<file path="config.mk">
export PLATFORM = sky130hd
export DESIGN_NAME = cochlea_stage_flat
export DESIGN_NICKNAME = d
export VERILOG_FILES = /design/src/rtl/cochlea_pkg.sv /design/src/rtl/cochlea_stage_if.sv /design/src/rtl/cs_chan_slice.sv /design/src/rtl/cochlea_stage.sv /design/src/flat_wrapper.sv
export SDC_FILE = /design/constraint.sdc
export NUM_CORES = 1
export LEC_CHECK = 0
export CAP_MARGIN = 15
export CORE_MARGIN = 3
export CORE_UTILIZATION = 30
export DETAILED_ROUTE_END_ITERATION = 8
export PLACE_DENSITY_LB_ADDON = 0.15
export SYNTH_ARGS = -nofsm -noshare
export SYNTH_HDL_FRONTEND = slang
export SYNTH_SLANG_ARGS = --single-unit
</file>
<file path="constraint.sdc">
create_clock -name clk_master -period 5.15 [get_ports clk_master]
set_input_delay 1.2875 -clock clk_master [delete_from_list [all_inputs] [get_ports clk_master]]
set_output_delay 1.2875 -clock clk_master [all_outputs]
set_load 0.1 [all_outputs]
</file>
<file path="src/rtl/cochlea_pkg.sv">
// Shared constants and helpers for the cochlea filter-bank stage.
package cochlea_pkg;

  localparam int N_CH_DEF     = 4;
  localparam int GRAY_W_DEF   = 10;
  localparam int DIV_LOG2_DEF = 1;
  localparam int FB_W_DEF     = 6;
  localparam int LO_BIT_DEF   = 6;

  // Bit positions inside each read_out_* pair
  localparam int RO_EVE = 0;
  localparam int RO_POL = 1;

  function automatic logic [31:0] to_gray(input logic [31:0] b);
    return b ^ (b >> 1);
  endfunction

endpackage

</file>
<file path="src/rtl/cochlea_stage_if.sv">
// Signal bundle between a cochlea stage (slave) and its environment (master).
// CS_PASSTHRU_EN adds the daisy-chain outputs rstb_out and ud_en_out.
interface cochlea_stage_if #(
  parameter int N_CH   = 4,
  parameter int GRAY_W = 10
);
  localparam int CH_W = (N_CH > 1) ? $clog2(N_CH) : 1;

  logic              ud_en;
  logic [N_CH-1:0]   comp_high_I;
  logic [N_CH-1:0]   comp_high_Q;
  logic [GRAY_W-1:0] gray_clk;
  logic              div_out;
  logic              sin_out;
  logic              cos_out;
  logic [N_CH-1:0]   fb_I;
  logic [N_CH-1:0]   fb_Q;
  logic [1:0]        read_out_I;
  logic [1:0]        read_out_Q;
  logic [CH_W-1:0]   read_slot;
`ifdef CS_PASSTHRU_EN
  logic              rstb_out;
  logic              ud_en_out;

  modport master (output ud_en, comp_high_I, comp_high_Q,
                  input  gray_clk, div_out, sin_out, cos_out, fb_I, fb_Q,
                         read_out_I, read_out_Q, read_slot, rstb_out, ud_en_out);
  modport slave  (input  ud_en, comp_high_I, comp_high_Q,
                  output gray_clk, div_out, sin_out, cos_out, fb_I, fb_Q,
                         read_out_I, read_out_Q, read_slot, rstb_out, ud_en_out);
`else
  modport master (output ud_en, comp_high_I, comp_high_Q,
                  input  gray_clk, div_out, sin_out, cos_out, fb_I, fb_Q,
                         read_out_I, read_out_Q, read_slot);
  modport slave  (input  ud_en, comp_high_I, comp_high_Q,
                  output gray_clk, div_out, sin_out, cos_out, fb_I, fb_Q,
                         read_out_I, read_out_Q, read_slot);
`endif
endinterface

</file>
<file path="src/rtl/cs_chan_slice.sv">
// One comparator channel: synchroniser, rising-edge event with polarity tag,
// sticky flags, saturating up/down accumulator and PWM feedback compare.
module cs_chan_slice #(
  parameter int FB_W = 6
) (
  input  logic            clk_master,
  input  logic            rstb,
  input  logic            core_en,
  input  logic            clear,
  input  logic            ud_en,
  input  logic            lo,
  input  logic            comp_high,
  input  logic [FB_W-1:0] pwm_ref,
  output logic            eve,
  output logic            pol,
  output logic            fb
);
  localparam logic [FB_W-1:0] ACC_MID = FB_W'(1) << (FB_W - 1);
  localparam logic [FB_W-1:0] ACC_MAX = '1;

  logic            sync1;
  logic            comp_s;
  logic            comp_prev;
  logic            event_hit;
  logic [FB_W-1:0] acc;

  assign event_hit = core_en & comp_s & ~comp_prev;

  always_ff @(posedge clk_master or negedge rstb) begin
    if (!rstb) begin
      sync1     <= 1'b0;
      comp_s    <= 1'b0;
      comp_prev <= 1'b0;
      eve       <= 1'b0;
      pol       <= 1'b0;
      acc       <= ACC_MID;
      fb        <= 1'b0;
    end else begin
      sync1  <= comp_high;
      comp_s <= sync1;
      if (core_en)
        comp_prev <= comp_s;
      // a new event on the clearing edge survives; the old content is what gets read
      eve <= event_hit | (eve & ~clear);
      pol <= event_hit ? (lo | (pol & ~clear)) : (pol & ~clear);
      if (core_en && ud_en) begin
        if (comp_s && acc != ACC_MAX)
          acc <= acc + 1'b1;
        else if (!comp_s && acc != '0)
          acc <= acc - 1'b1;
      end
      fb <= (acc > pwm_ref);
    end
  end

endmodule

</file>
<file path="src/rtl/cochlea_stage.sv">
// Cochlea stage top: gray timebase, quadrature LO, div_out, slot readout mux
// and 2*N_CH channel slices. CS_PASSTHRU_EN adds rstb_out / ud_en_out.
module cochlea_stage
  import cochlea_pkg::*;
#(
  parameter int N_CH     = N_CH_DEF,
  parameter int GRAY_W   = GRAY_W_DEF,
  parameter int DIV_LOG2 = DIV_LOG2_DEF,
  parameter int FB_W     = FB_W_DEF,
  parameter int LO_BIT   = LO_BIT_DEF
) (
  input  logic            clk_master,
  input  logic            rstb,
  cochlea_stage_if.slave  bus
);
  localparam int CH_W = (N_CH > 1) ? $clog2(N_CH) : 1;
  localparam int NS   = 1 << CH_W;

  logic [GRAY_W-1:0] bin;
  logic [GRAY_W-1:0] bin_next;
  logic              core_en;
  logic [CH_W-1:0]   slot;
  // padded to a power of two so every slot index selects a defined flag
  logic [NS-1:0]     eve_I, pol_I, eve_Q, pol_Q;
  logic [N_CH-1:0]   fb_I_v, fb_Q_v;

  assign bin_next = bin + 1'b1;
  assign core_en  = &bin[DIV_LOG2-1:0];
  assign slot     = bin[CH_W+DIV_LOG2-1:DIV_LOG2];
  assign bus.fb_I = fb_I_v;
  assign bus.fb_Q = fb_Q_v;

  always_ff @(posedge clk_master or negedge rstb) begin
    if (!rstb) begin
      bin            <= '0;
      bus.gray_clk   <= '0;
      bus.div_out    <= 1'b0;
      bus.sin_out    <= 1'b0;
      bus.cos_out    <= 1'b0;
      bus.read_out_I <= '0;
      bus.read_out_Q <= '0;
      bus.read_slot  <= '0;
    end else begin
      bin          <= bin_next;
      bus.gray_clk <= GRAY_W'(to_gray(32'(bin_next)));
      bus.div_out  <= bus.div_out ^ core_en;
      bus.sin_out  <= bin[LO_BIT];
      bus.cos_out  <= bin[LO_BIT] ^ bin[LO_BIT-1];
      if (core_en) begin
        bus.read_out_I[RO_EVE] <= eve_I[slot];
        bus.read_out_I[RO_POL] <= pol_I[slot];
        bus.read_out_Q[RO_EVE] <= eve_Q[slot];
        bus.read_out_Q[RO_POL] <= pol_Q[slot];
        bus.read_slot          <= slot;
      end
    end
  end

  for (genvar i = 0; i < NS; i++) begin : g_ch
    if (i < N_CH) begin : g_live
      logic clr;
      assign clr = core_en && (slot == CH_W'(i));

      cs_chan_slice #(.FB_W(FB_W)) u_slice_i (
        .clk_master (clk_master),
        .rstb       (rstb),
        .core_en    (core_en),
        .clear      (clr),
        .ud_en      (bus.ud_en),
        .lo         (bus.sin_out),
        .comp_high  (bus.comp_high_I[i]),
        .pwm_ref    (bin[FB_W-1:0]),
        .eve        (eve_I[i]),
        .pol        (pol_I[i]),
        .fb         (fb_I_v[i])
      );

      cs_chan_slice #(.FB_W(FB_W)) u_slice_q (
        .clk_master (clk_master),
        .rstb       (rstb),
        .core_en    (core_en),
        .clear      (clr),
        .ud_en      (bus.ud_en),
        .lo         (bus.cos_out),
        .comp_high  (bus.comp_high_Q[i]),
        .pwm_ref    (bin[FB_W-1:0]),
        .eve        (eve_Q[i]),
        .pol        (pol_Q[i]),
        .fb         (fb_Q_v[i])
      );
    end else begin : g_pad
      assign eve_I[i] = 1'b0;
      assign pol_I[i] = 1'b0;
      assign eve_Q[i] = 1'b0;
      assign pol_Q[i] = 1'b0;
    end
  end

`ifdef CS_PASSTHRU_EN
  logic rst_s1;

  always_ff @(posedge clk_master or negedge rstb) begin
    if (!rstb) begin
      rst_s1        <= 1'b0;
      bus.rstb_out  <= 1'b0;
      bus.ud_en_out <= 1'b0;
    end else begin
      rst_s1        <= 1'b1;
      bus.rstb_out  <= rst_s1;
      bus.ud_en_out <= bus.ud_en;
    end
  end
`endif

endmodule

</file>
<file path="src/flat_wrapper.sv">
// flat-port wrapper written by rule: the top's interface ports become plain ports
module cochlea_stage_flat import cochlea_pkg::*;
#(
  parameter int N_CH     = N_CH_DEF,
  parameter int GRAY_W   = GRAY_W_DEF,
  parameter int DIV_LOG2 = DIV_LOG2_DEF,
  parameter int FB_W     = FB_W_DEF,
  parameter int LO_BIT   = LO_BIT_DEF
)
  (clk_master, rstb, bus_ud_en, bus_comp_high_I, bus_comp_high_Q, bus_gray_clk, bus_div_out, bus_sin_out, bus_cos_out, bus_fb_I, bus_fb_Q, bus_read_out_I, bus_read_out_Q, bus_read_slot);
  cochlea_stage_if #(.N_CH(N_CH), .GRAY_W(GRAY_W)) bus_i ();
  input  logic clk_master;
  input  logic rstb;
  input wire logic [$bits(bus_i.ud_en)-1:0] bus_ud_en;
  input wire logic [$bits(bus_i.comp_high_I)-1:0] bus_comp_high_I;
  input wire logic [$bits(bus_i.comp_high_Q)-1:0] bus_comp_high_Q;
  output wire logic [$bits(bus_i.gray_clk)-1:0] bus_gray_clk;
  output wire logic [$bits(bus_i.div_out)-1:0] bus_div_out;
  output wire logic [$bits(bus_i.sin_out)-1:0] bus_sin_out;
  output wire logic [$bits(bus_i.cos_out)-1:0] bus_cos_out;
  output wire logic [$bits(bus_i.fb_I)-1:0] bus_fb_I;
  output wire logic [$bits(bus_i.fb_Q)-1:0] bus_fb_Q;
  output wire logic [$bits(bus_i.read_out_I)-1:0] bus_read_out_I;
  output wire logic [$bits(bus_i.read_out_Q)-1:0] bus_read_out_Q;
  output wire logic [$bits(bus_i.read_slot)-1:0] bus_read_slot;
  assign bus_i.ud_en = bus_ud_en;
  assign bus_i.comp_high_I = bus_comp_high_I;
  assign bus_i.comp_high_Q = bus_comp_high_Q;
  assign bus_gray_clk = bus_i.gray_clk;
  assign bus_div_out = bus_i.div_out;
  assign bus_sin_out = bus_i.sin_out;
  assign bus_cos_out = bus_i.cos_out;
  assign bus_fb_I = bus_i.fb_I;
  assign bus_fb_Q = bus_i.fb_Q;
  assign bus_read_out_I = bus_i.read_out_I;
  assign bus_read_out_Q = bus_i.read_out_Q;
  assign bus_read_slot = bus_i.read_slot;
  cochlea_stage #(.N_CH(N_CH), .GRAY_W(GRAY_W), .DIV_LOG2(DIV_LOG2), .FB_W(FB_W), .LO_BIT(LO_BIT)) u_core (.clk_master(clk_master), .rstb(rstb), .bus(bus_i));
endmodule
</file>
==> results of run 1 <==
[where the power goes]
| part | switching [W] | internal (W) | total, W | leakage (nW) |
|---|---|---|---|---|
| Sequential | 0.000349 | 0.00123 | 0.00158 | 1.49 |
| Clock | 0.000469 | 0.000688 | 0.00116 | 0.270 |
| Combinational | 0.000911 | 0.000759 | 0.00167 | 2.12 |
[flip-flops by register name, summed over array words and instances (netlist names), 9 cells and up]
register and cells:
u_core.bin 10, u_core.bus.gray_clk 9, u_core.g_ch.g_live.u_slice_i.acc 24, u_core.g_ch.g_live.u_slice_q.acc 24
[how the worst max path moves through the flow]
stage	from	end	slack, ns	cells after the start
6_report	u_core.bus.sin_out	bus_sin_out	1.78	1
5_1_grt	u_core.bus.sin_out	bus_sin_out	1.71	1
4_1_cts	u_core.bus.sin_out	bus_sin_out	1.73	1
3_5_place_dp	bus_ud_en	u_core.g_ch[1].g_live.u_slice_q.acc[1]	1.82	4
3_3_place_gp	bus_ud_en	u_core.g_ch[1].g_live.u_slice_i.acc[1]	1.84	4
2_1_floorplan	u_core.bus.cos_out	bus_cos_out	2.92	0
[synthesized netlist by cell type, types with 2 or more instances]
cell type and number:
sky130_fd_sc_hd__nor2b_1 8, sky130_fd_sc_hd__o21ai_2 3, sky130_fd_sc_hd__inv_1 47, sky130_fd_sc_hd__inv_2 3, sky130_fd_sc_hd__fa_1 8, sky130_fd_sc_hd__xnor2_1 22
sky130_fd_sc_hd__a21o_1 32, sky130_fd_sc_hd__o21ai_4 8, sky130_fd_sc_hd__dfrtp_1 116, sky130_fd_sc_hd__nand3_1 14, sky130_fd_sc_hd__nand4_1 16, sky130_fd_sc_hd__dfstp_2 8
sky130_fd_sc_hd__buf_2 3, sky130_fd_sc_hd__mux4_2 4, sky130_fd_sc_hd__a211oi_1 8, sky130_fd_sc_hd__xor2_1 34, sky130_fd_sc_hd__mux2_1 5, sky130_fd_sc_hd__ha_1 82
sky130_fd_sc_hd__nor4_1 8, sky130_fd_sc_hd__a31oi_1 2, sky130_fd_sc_hd__buf_4 12, sky130_fd_sc_hd__a21oi_2 3, sky130_fd_sc_hd__a21oi_1 51, sky130_fd_sc_hd__mux2_2 6
sky130_fd_sc_hd__o21ai_0 59, sky130_fd_sc_hd__xnor2_2 2, sky130_fd_sc_hd__or2_2 8, sky130_fd_sc_hd__o21a_1 5, sky130_fd_sc_hd__nor2_1 47, sky130_fd_sc_hd__nand2_1 54
sky130_fd_sc_hd__a22o_1 8
[metrics by stage]
stage / setup WS (ns) / power (W)
detailed placement: 1.82 / 0.00328
CTS: 1.73 / 0.00447
floorplan: 2.92 / 0.00287
global placement: 1.84 / 0.00321
global route: 1.71 / 0.00481
finish: 1.78 / 0.00441
[worst register-to-register path, delay by kind of cell (launching register included)]
family / cells / cell delay (ns)
xor+xnor: 1 / 0.16
buf+inv: 1 / 0.18
fa+ha+maj: 1 / 0.28
simple gates: 1 / 0.13
flops: 1 / 0.53
compound gates: 5 / 1.01
[layout make-up]
type	instances	area, sq um
fillers	2379	15100
multi-input cells	502	3830
flip-flops and latches	124	3110
clock buffers	19	443
well taps	319	399
repair buffers	39	387
inverters	50	188
clock inverters	13	133
[cells by family (layout without fill, tap and decap cells)]
| kind of cell | Yosys count | in the layout |
|---|---|---|
| flops | 124 | 124 |
| buf+inv | 65 | 121 |
| mux | 15 | 15 |
| xor+xnor | 58 | 58 |
| fa+ha+maj | 90 | 90 |
| simple gates | 160 | 160 |
| compound gates | 179 | 179 |
[metal layers]
metal  part of all wire [%]  vias up  wire length (um)  GRT usage [%]
met5                      0        -                 0              0
met3                    2.6       14               406           3.08
met4                    1.6        0               251           4.11
met2                     48       63              7320           21.0
li1                       -     2504                 -              -
met1                     48     2434              7420           16.6
==> run summary, run 1 <==
======================================================================================================
PD cells                                                                                   519 nW/um^2
Commonest cells after routing, fill and taps aside                                        sky130_fd_sc_hd__dfrtp_1, sky130_fd_sc_hd__ha_1, sky130_fd_sc_hd__o21ai_0
Die width                                                                                       161 um
Worst min-delay path endpoint                                                             u_core.g_ch[1].g_live.u_slice_i.comp_s
Routed len/inst                                                                                14.4 um
Global-route wire length before repair                                                         26.4 mm
Count of buffering cells on the critical path with inverters included                                1
Slew at the pin with the worst max-slew slack                                                  1.02 ns
Grt ovf                                                                                              0
DIE AREA                                                                                   26000 sq um
Leading cell types by total area after synthesis                                          sky130_fd_sc_hd__dfrtp_1, sky130_fd_sc_hd__ha_1, sky130_fd_sc_hd__xor2_1, sky130_fd_sc_hd__o21ai_0, sky130_fd_sc_hd__a21oi_1
Clock transition at the register clock pins on the worst setup and hold paths after CTS        0.06 ns
H-tree level count                                                                                   4
Number of cells on the worst hold path                                                               0
List of cells traversed by the critical path                                              clkdlybuf4s50_1
Family with the most delay on the worst path                                              buffers and inverters
Total Negative Setup Slacks                                                                       0 ns
Max Fanout on Critical Path                                                                          5
Launching point of the worst reg2reg path                                                 u_core.g_ch[1].g_live.u_slice_q.acc[0]
Share of the core filled with cells                                                              36.0%
Core Area                                                                                  23600 sq um
Area growth, synth to finish                                                                     17.4%
Most used flip-flop cell after synthesis                                                  sky130_fd_sc_hd__dfrtp_1
# rows                                                                                              56
IO buf count                                                                                        37
Total via count after detailed routing                                                            5015
Gpl congestion                                                                                   0.801
F_max                                                                                        0.296 GHz
Non-Filler Cell Area, Final                                                                 8490 sq um
Destination of the worst register-to-register timing path                                 u_core.g_ch[1].g_live.u_slice_q.acc[5]
Diodes inserted                                                                                      0
Synth Area in Compound Gates                                                                     15.9%
Max-slew violation count                                                                             0
Xor and xnor area share after synthesis                                                          7.23%
Mean Syn Cell Area                                                                          10.5 sq um
Count of flip-flops with a built-in enable after synthesis                                           0
Total of warnings raised by yosys                                                                    0
Overall routed net length                                                                      15.4 mm
Nets                                                                                               835
Max-cap check violation count                                                                        0
Most common cell after layout, fill and taps aside                                        sky130_fd_sc_hd__dfrtp_1
Worst slew slack as a fraction of its limit                                                      32.2%
DRC viols                                                                                            0
Maximum root-to-sink buffer count                                                                    2
Worst Path Required                                                                            3.86 ns
Worst path max stage delay                                                                     1.18 ns
Worst Reg2Reg Path Length in Cells                                                                   9
Number of placed instances, taps included                                                         1034
Final setup violation count                                                                          0
Number of buffers inserted by hold repair at cts                                                     0
Critical Path Source Type                                                                     register
Length of the first detailed-routing pass in iterations                                              4
Non-filler cells in the finished layout                                                           1066
Total track usage                                                                                12.8%
Proportion of netlist area held by the largest area contributor                                  40.1%
Tcrit/Tclk final                                                                                 65.5%
Number of cells produced by synthesis                                                              691
RSZ-0062 raised after global routing                                                             false
Detail-routed via count per cell                                                                  4.70
Fraction of the mapped netlist area in adder cells                                               16.4%
Hold crit path type                                                                         reg -> reg
Clock tree from TritonCTS                                                                          yes
Main combinational cell family by area after synthesis                                     adder cells
Post-synthesis instance area                                                                7230 sq um
Static Leak                                                                                    3.88 nW
Reg-to-reg slack, setup                                                                        2.78 ns
Outcome                                                                                   complete, no violations
Share of flip-flops with an asynchronous set or reset                                             100%
Post-CTS Setup Repair Bufs                                                                           0
Synthesized-area fraction occupied by and/or/nand/nor cells                                      10.4%
Launch instance of the worst min-delay path                                               u_core.g_ch[1].g_live.u_slice_i.sync1
Clock tree root buffer cell                                                               sky130_fd_sc_hd__clkbuf_16
Count of final hold-check violations                                                                 0
Largest net degree at the start of global routing                                                  104
Max stage delay cell, worst path                                                          sky130_fd_sc_hd__clkdlybuf4s50_1
Antenna violations before repair                                                                     0
Synthesized netlist net count                                                                      792
Total clock buffers created by CTS                                                                  17
Sinks on the clock net                                                                             124
Hold slack                                                                                    0.345 ns
Number of flip-flops and latches in the synthesized netlist                                        124
Worst Path Class, Setup                                                                     reg -> out
DRC marker count from the first detailed-route iteration                                           217
Initial cell density of the core                                                                 30.6%
Total of cells resized after clock tree synthesis                                                    0
Cell accounting for the most synthesized area                                             sky130_fd_sc_hd__dfrtp_1
Synth unique cells                                                                                  36
Post-placement cell area                                                                    7920 sq um
Arrival time at the worst endpoint                                                             2.09 ns
HPWL after detailed placement                                                                  11.0 mm
ANT nets after route                                                                                 0
Multiplexer share of the synthesized area                                                        2.96%
Final setup skew                                                                            0.00574 ns
Worst setup EP type                                                                         output pin
Boundary Pins                                                                                       38
Latest clock arrival within the worst-skew pair                                                0.42 ns
Fraction of layout cells with a size suffix above 1                                              11.1%
IR drop worst, VDD                                                                            0.212 mV
Height of the die                                                                               161 um
Sequential element share of the synthesized area                                                 43.0%
Vias in the first global route                                                                    5164
Final critical path time including I/O delays and setup                                        3.37 ns
======================================================================================================
No activity file was read; power rests on OpenSTA's default activity.
==> run 2: changes to the inputs <==
- clock period: 5.15 -> 3.2 ns (I/O delays scaled with it)
==> run 2 against run 1 <==
Against the previous run: sequential cell count is the same; power rose by 61%; first-iteration DRC count is 19% higher; clock power grew 60%; sequential power rose by 61%; critical path depth is 8 higher; clock-buffer cell count shrank 1; final area decreased by 0.46%; cell count grew 0.28%; sequential share of layout area rose by 0.17 points; critical path type is now reg -> reg; largest cell class unchanged.
==> run summary, run 2 (synthesis results as in run 1) <==
======================================================================================================
Count of final hold-check violations                                                                 0
Initial cell density of the core                                                                 30.6%
H-tree level count                                                                                   4
Total clock buffers created by CTS                                                                  17
# rows                                                                                              56
Share of the core filled with cells                                                              35.8%
Maximum root-to-sink buffer count                                                                    2
Total track usage                                                                                13.1%
PD cells                                                                                   840 nW/um^2
Launching point of the worst reg2reg path                                                 u_core.g_ch[2].g_live.u_slice_i.acc[5]
Tcrit/Tclk final                                                                                 73.8%
Final setup skew                                                                            0.00903 ns
Sinks on the clock net                                                                             124
F_max                                                                                        0.423 GHz
Length of the first detailed-routing pass in iterations                                              4
Sequential standard cell area                                                               3110 sq um
Post-layout power                                                                            0.00710 W
Worst setup EP type                                                                           register
Worst Path Class, Setup                                                                     reg -> reg
Total Negative Setup Slacks                                                                       0 ns
Final critical path time including I/O delays and setup                                        2.36 ns
Latest clock arrival within the worst-skew pair                                                0.41 ns
RSZ-0062 raised after global routing                                                             false
Clock transition at the register clock pins on the worst setup and hold paths after CTS        0.06 ns
Clock tree from TritonCTS                                                                          yes
Max-cap check violation count                                                                        0
Outcome                                                                                   complete, no violations
Arrival time at the worst endpoint                                                             2.70 ns
Total of cells resized after clock tree synthesis                                                    0
Worst slew slack as a fraction of its limit                                                      56.6%
ANT nets after route                                                                                 0
Worst Path Required                                                                            3.54 ns
Destination of the worst register-to-register timing path                                 u_core.g_ch[2].g_live.u_slice_i.acc[5]
Global-route wire length before repair                                                         27.2 mm
Worst path max stage delay                                                                     0.56 ns
Boundary Pins                                                                                       38
Detail-routed via count per cell                                                                  4.68
Antenna violations before repair                                                                     0
Worst Reg2Reg Path Length in Cells                                                                   9
HPWL after detailed placement                                                                  11.3 mm
Static Leak                                                                                    3.93 nW
Diodes inserted                                                                                      0
Commonest cells after routing, fill and taps aside                                        sky130_fd_sc_hd__dfrtp_1, sky130_fd_sc_hd__ha_1, sky130_fd_sc_hd__o21ai_0
Max Fanout on Critical Path                                                                          5
Hold slack                                                                                    0.283 ns
Registers with the most flip-flops                                                        u_core.g_ch.g_live.u_slice_i.acc (24), u_core.g_ch.g_live.u_slice_q.acc (24), u_core.bin (10)
DRC marker count from the first detailed-route iteration                                           259
Height of the die                                                                               161 um
Slew at the pin with the worst max-slew slack                                                 0.651 ns
Nets                                                                                               838
Clock tree root buffer cell                                                               sky130_fd_sc_hd__clkbuf_16
DRC viols                                                                                            0
List of cells traversed by the critical path                                              nand2_1 -> o21a_1 -> inv_1 -> ha_1 -> a211oi_1 -> o21ai_0 -> a21o_1 -> a21oi_1 -> xor2_1
Count of buffering cells on the critical path with inverters included                                1
DIE AREA                                                                                   26000 sq um
Grt ovf                                                                                              0
IR drop worst, VDD                                                                            0.314 mV
IO buf count                                                                                        37
Critical Path Source Type                                                                     register
Max-slew violation count                                                                             0
Max stage delay cell, worst path                                                          sky130_fd_sc_hd__dfstp_2
Largest net degree at the start of global routing                                                   64
Routed len/inst                                                                                14.7 um
Area growth, synth to finish                                                                     16.8%
Gpl congestion                                                                                   0.824
Overall routed net length                                                                      15.7 mm
Family with the most delay on the worst path                                              compound AO/OA/AOI/OAI gates
Final setup violation count                                                                          0
Total via count after detailed routing                                                            4999
Core Area                                                                                  23600 sq um
Area taken by multi-input logic gates                                                       3830 sq um
Die width                                                                                       161 um
Number of buffers inserted by hold repair at cts                                                     0
Most common cell after layout, fill and taps aside                                        sky130_fd_sc_hd__dfrtp_1
Vias in the first global route                                                                    5246
Hold crit path type                                                                        in -> async
Post-CTS Setup Repair Bufs                                                                           0
Fraction of layout cells with a size suffix above 1                                              15.1%
Reg-to-reg slack, setup                                                                        0.84 ns
Number of filler instances in the final layout                                                    2312
======================================================================================================
==> run 2: power by group <==
part	internal [W]	switching, W
combinational	0.00122	0.00148
sequential	0.00198	0.000566
clock	0.00109	0.000774
total	0.00428	0.00282
==> run 2: layer usage <==
metal  vias up  part of all wire [%]  track usage, %
met4         0                   1.4            3.83
met3        18                   3.6            3.54
li1       2502                     -               -
met5         -                     0               0
met1      2418                    48            17.4
met2        61                    47            20.9
==> run 2: area by class of cell <==
| cell class | count | share of cell area, % |
|---|---|---|
| multi-input combinational | 502 | 45.3 |
| sequential | 124 | 36.8 |
| clock buffer | 18 | 5.08 |
| tap | 319 | 4.72 |
| timing repair buffer | 42 | 4.19 |
| inverter | 50 | 2.22 |
| clock inverter | 14 | 1.66 |
==> run 2: per-stage QoR <==
| step | cell area [sq um] | std cells | setup slack (ns) |
|---|---|---|---|
| after floorplan | 7230 | 691 | 1.11 |
| after global placement | 7880 | 1037 | 0.877 |
| after detailed placement | 7880 | 1037 | 0.853 |
| after CTS | 8450 | 1069 | 0.833 |
| after global routing | 8450 | 1069 | 0.634 |
| final | 8450 | 1069 | 0.839 |
==> run 2: worst max-delay path by stage <==
stage               slack, ns                                endpoint                              startpoint  depth (start not counted)
floorplan                1.11  u_core.g_ch[1].g_live.u_slice_q.acc[5]  u_core.g_ch[1].g_live.u_slice_q.acc[5]                          9
global placement         0.88  u_core.g_ch[1].g_live.u_slice_i.acc[1]                               bus_ud_en                          5
detailed placement       0.85  u_core.g_ch[1].g_live.u_slice_q.acc[5]  u_core.g_ch[1].g_live.u_slice_q.acc[0]                          9
CTS                      0.83  u_core.g_ch[1].g_live.u_slice_q.acc[5]  u_core.g_ch[1].g_live.u_slice_q.acc[0]                          9
global route             0.63  u_core.g_ch[2].g_live.u_slice_q.acc[5]  u_core.g_ch[2].g_live.u_slice_q.acc[0]                          9
finish                   0.84  u_core.g_ch[2].g_live.u_slice_i.acc[5]  u_core.g_ch[2].g_live.u_slice_i.acc[5]                          9
==> run 3: changes to the inputs <==
- clock period: 3.2 -> 2.4 ns (I/O delays scaled with it)
==> run 3 against run 2 <==
Against the previous run: worst hold slack worse by 0.13 ns; register-to-register slack worse by 0.68 ns; non-clock buffer count up 16; die area unchanged; clock-buffer cell count up 1; combinational power up 44%; clock skew up 0.0080 ns; via count up 2.8%; power up 39%; global-route usage down 0.12 points; highest routed layer unchanged.
==> run summary, run 3 (synthesis results as in run 1) <==
======================================================================================================
Clock tree root buffer cell                                                               sky130_fd_sc_hd__clkbuf_16
Area growth, synth to finish                                                                     19.7%
Hold crit path type                                                                        in -> async
List of cells traversed by the critical path                                              nand2_1 -> o21a_1 -> inv_2 -> ha_1 -> or2_2 -> a21o_1 -> a21oi_1 -> xor2_1
DRC viols                                                                                            0
Routed len/inst                                                                                14.8 um
Registers with the most flip-flops                                                        u_core.g_ch.g_live.u_slice_i.acc (24), u_core.g_ch.g_live.u_slice_q.acc (24), u_core.bin (10)
Nets                                                                                               854
Non-filler cells in the finished layout                                                           1085
Reg-to-reg slack, setup                                                                        0.15 ns
Worst path max stage delay                                                                     0.57 ns
Maximum root-to-sink buffer count                                                                    2
Worst Path Required                                                                            2.74 ns
Launching point of the worst reg2reg path                                                 u_core.g_ch[1].g_live.u_slice_i.acc[5]
HPWL after detailed placement                                                                  11.5 mm
Largest net degree at the start of global routing                                                   56
Destination of the worst register-to-register timing path                                 u_core.g_ch[1].g_live.u_slice_i.acc[5]
Slew at the pin with the worst max-slew slack                                                 0.606 ns
F_max                                                                                        0.445 GHz
Max-cap check violation count                                                                        0
Count of final hold-check violations                                                                 0
Antenna violations before repair                                                                     1
Worst Reg2Reg Path Length in Cells                                                                   8
Sinks on the clock net                                                                             124
Non-Filler Cell Area, Final                                                                 8660 sq um
Grt ovf                                                                                              0
Initial cell density of the core                                                                 30.6%
Worst Path Class, Setup                                                                     reg -> reg
Total clock buffers created by CTS                                                                  17
Number of filler instances in the final layout                                                    2373
Final setup violation count                                                                          0
Final critical path time including I/O delays and setup                                        2.25 ns
Height of the die                                                                               161 um
Die width                                                                                       161 um
Worst setup EP type                                                                           register
Outcome                                                                                   complete, no violations
Commonest cells after routing, fill and taps aside                                        sky130_fd_sc_hd__dfrtp_1, sky130_fd_sc_hd__ha_1, sky130_fd_sc_hd__o21ai_0
Max Fanout on Critical Path                                                                          5
Fraction of layout cells with a size suffix above 1                                              17.6%
Total track usage                                                                                12.9%
Clock transition at the register clock pins on the worst setup and hold paths after CTS        0.06 ns
DIE AREA                                                                                   26000 sq um
Worst slew slack as a fraction of its limit                                                      59.5%
Number of placed instances, taps included                                                         1053
Global-route wire length before repair                                                         26.9 mm
Vias in the first global route                                                                    5249
Final setup skew                                                                             0.0170 ns
Length of the first detailed-routing pass in iterations                                              6
Hold slack                                                                                    0.149 ns
Family with the most delay on the worst path                                              compound AO/OA/AOI/OAI gates
PD cells                                                                                  1140 nW/um^2
Gpl congestion                                                                                   0.813
IR drop worst, VDD                                                                            0.381 mV
Overall routed net length                                                                      16.0 mm
Most common cell after layout, fill and taps aside                                        sky130_fd_sc_hd__dfrtp_1
Critical Path Source Type                                                                     register
Post-placement cell area                                                                    8020 sq um
Count of buffering cells on the critical path with inverters included                                1
Latest clock arrival within the worst-skew pair                                                0.43 ns
Total Negative Setup Slacks                                                                       0 ns
Max stage delay cell, worst path                                                          sky130_fd_sc_hd__dfstp_2
# rows                                                                                              56
Max-slew violation count                                                                             0
ANT nets after route                                                                                 0
Core Area                                                                                  23600 sq um
DRC marker count from the first detailed-route iteration                                           249
Total via count after detailed routing                                                            5137
Boundary Pins                                                                                       38
Arrival time at the worst endpoint                                                             2.59 ns
Clock tree from TritonCTS                                                                          yes
H-tree level count                                                                                   4
Diodes inserted                                                                                      0
Static Leak                                                                                    4.05 nW
IO buf count                                                                                        37
Tcrit/Tclk final                                                                                 93.6%
Detail-routed via count per cell                                                                  4.73
RSZ-0062 raised after global routing                                                             false
======================================================================================================
==> run 3: where the power goes <==
group / switching, W / total (W) / internal [W]
logic: 0.00215 / 0.00389 / 0.00174
registers: 0.000589 / 0.00323 / 0.00264
clock network: 0.00100 / 0.00278 / 0.00178
total: 0.00374 / 0.00990 / 0.00616
==> run 3: per-layer routing <==
metal	track usage [%]	share of wire (%)	wire, um
met5	0	0	0
met4	4.15	1.7	273
met3	3.15	2.9	470
met2	20.9	47	7520
met1	17.1	48	7750
==> run 3: cell type report <==
type	count	area (sq um)	area share [%]
multi-input cells	502	3830	44.3
well taps	319	399	4.61
inverters	50	188	2.17
clock buffers	19	443	5.12
repair buffers	58	487	5.62
flip-flops and latches	124	3110	36.0
clock inverters	13	193	2.23
==> run 3: how the worst max path moves through the flow <==
stage | end | start | cells past startpoint
final | u_core.g_ch[1].g_live.u_slice_i.acc[5] | u_core.g_ch[1].g_live.u_slice_i.acc[5] | 8
after global placement | u_core.g_ch[1].g_live.u_slice_q.acc[5] | u_core.g_ch[1].g_live.u_slice_q.acc[5] | 9
after global routing | u_core.g_ch[3].g_live.u_slice_q.acc[5] | u_core.g_ch[3].g_live.u_slice_q.acc[1] | 9
after floorplan | u_core.g_ch[1].g_live.u_slice_q.acc[5] | u_core.g_ch[1].g_live.u_slice_q.acc[5] | 9
after detailed placement | u_core.g_ch[1].g_live.u_slice_i.acc[5] | u_core.g_ch[1].g_live.u_slice_i.acc[5] | 9
after CTS | u_core.g_ch[1].g_live.u_slice_i.acc[5] | u_core.g_ch[1].g_live.u_slice_i.acc[5] | 9
==> run 3: what timing repair did <==
item / 4_1_cts / 5_1_grt
hold buffers: 0 / 0
resized for setup: 0 / 7
setup endpoints to repair: 0 / 4
setup buffers: 0 / 0
==> run 3: stage by stage <==
stage / worst slack (ns) / utilization [%] / total power (W)
after floorplan: 0.312 / - / 0.00615
after global placement: 0.179 / 33.9 / 0.00702
after detailed placement: 0.0746 / 33.9 / 0.00714
after CTS: 0.0000537 / 36.6 / 0.00999
after global routing: 0.00226 / 36.7 / 0.0107
final: 0.154 / 36.7 / 0.00990
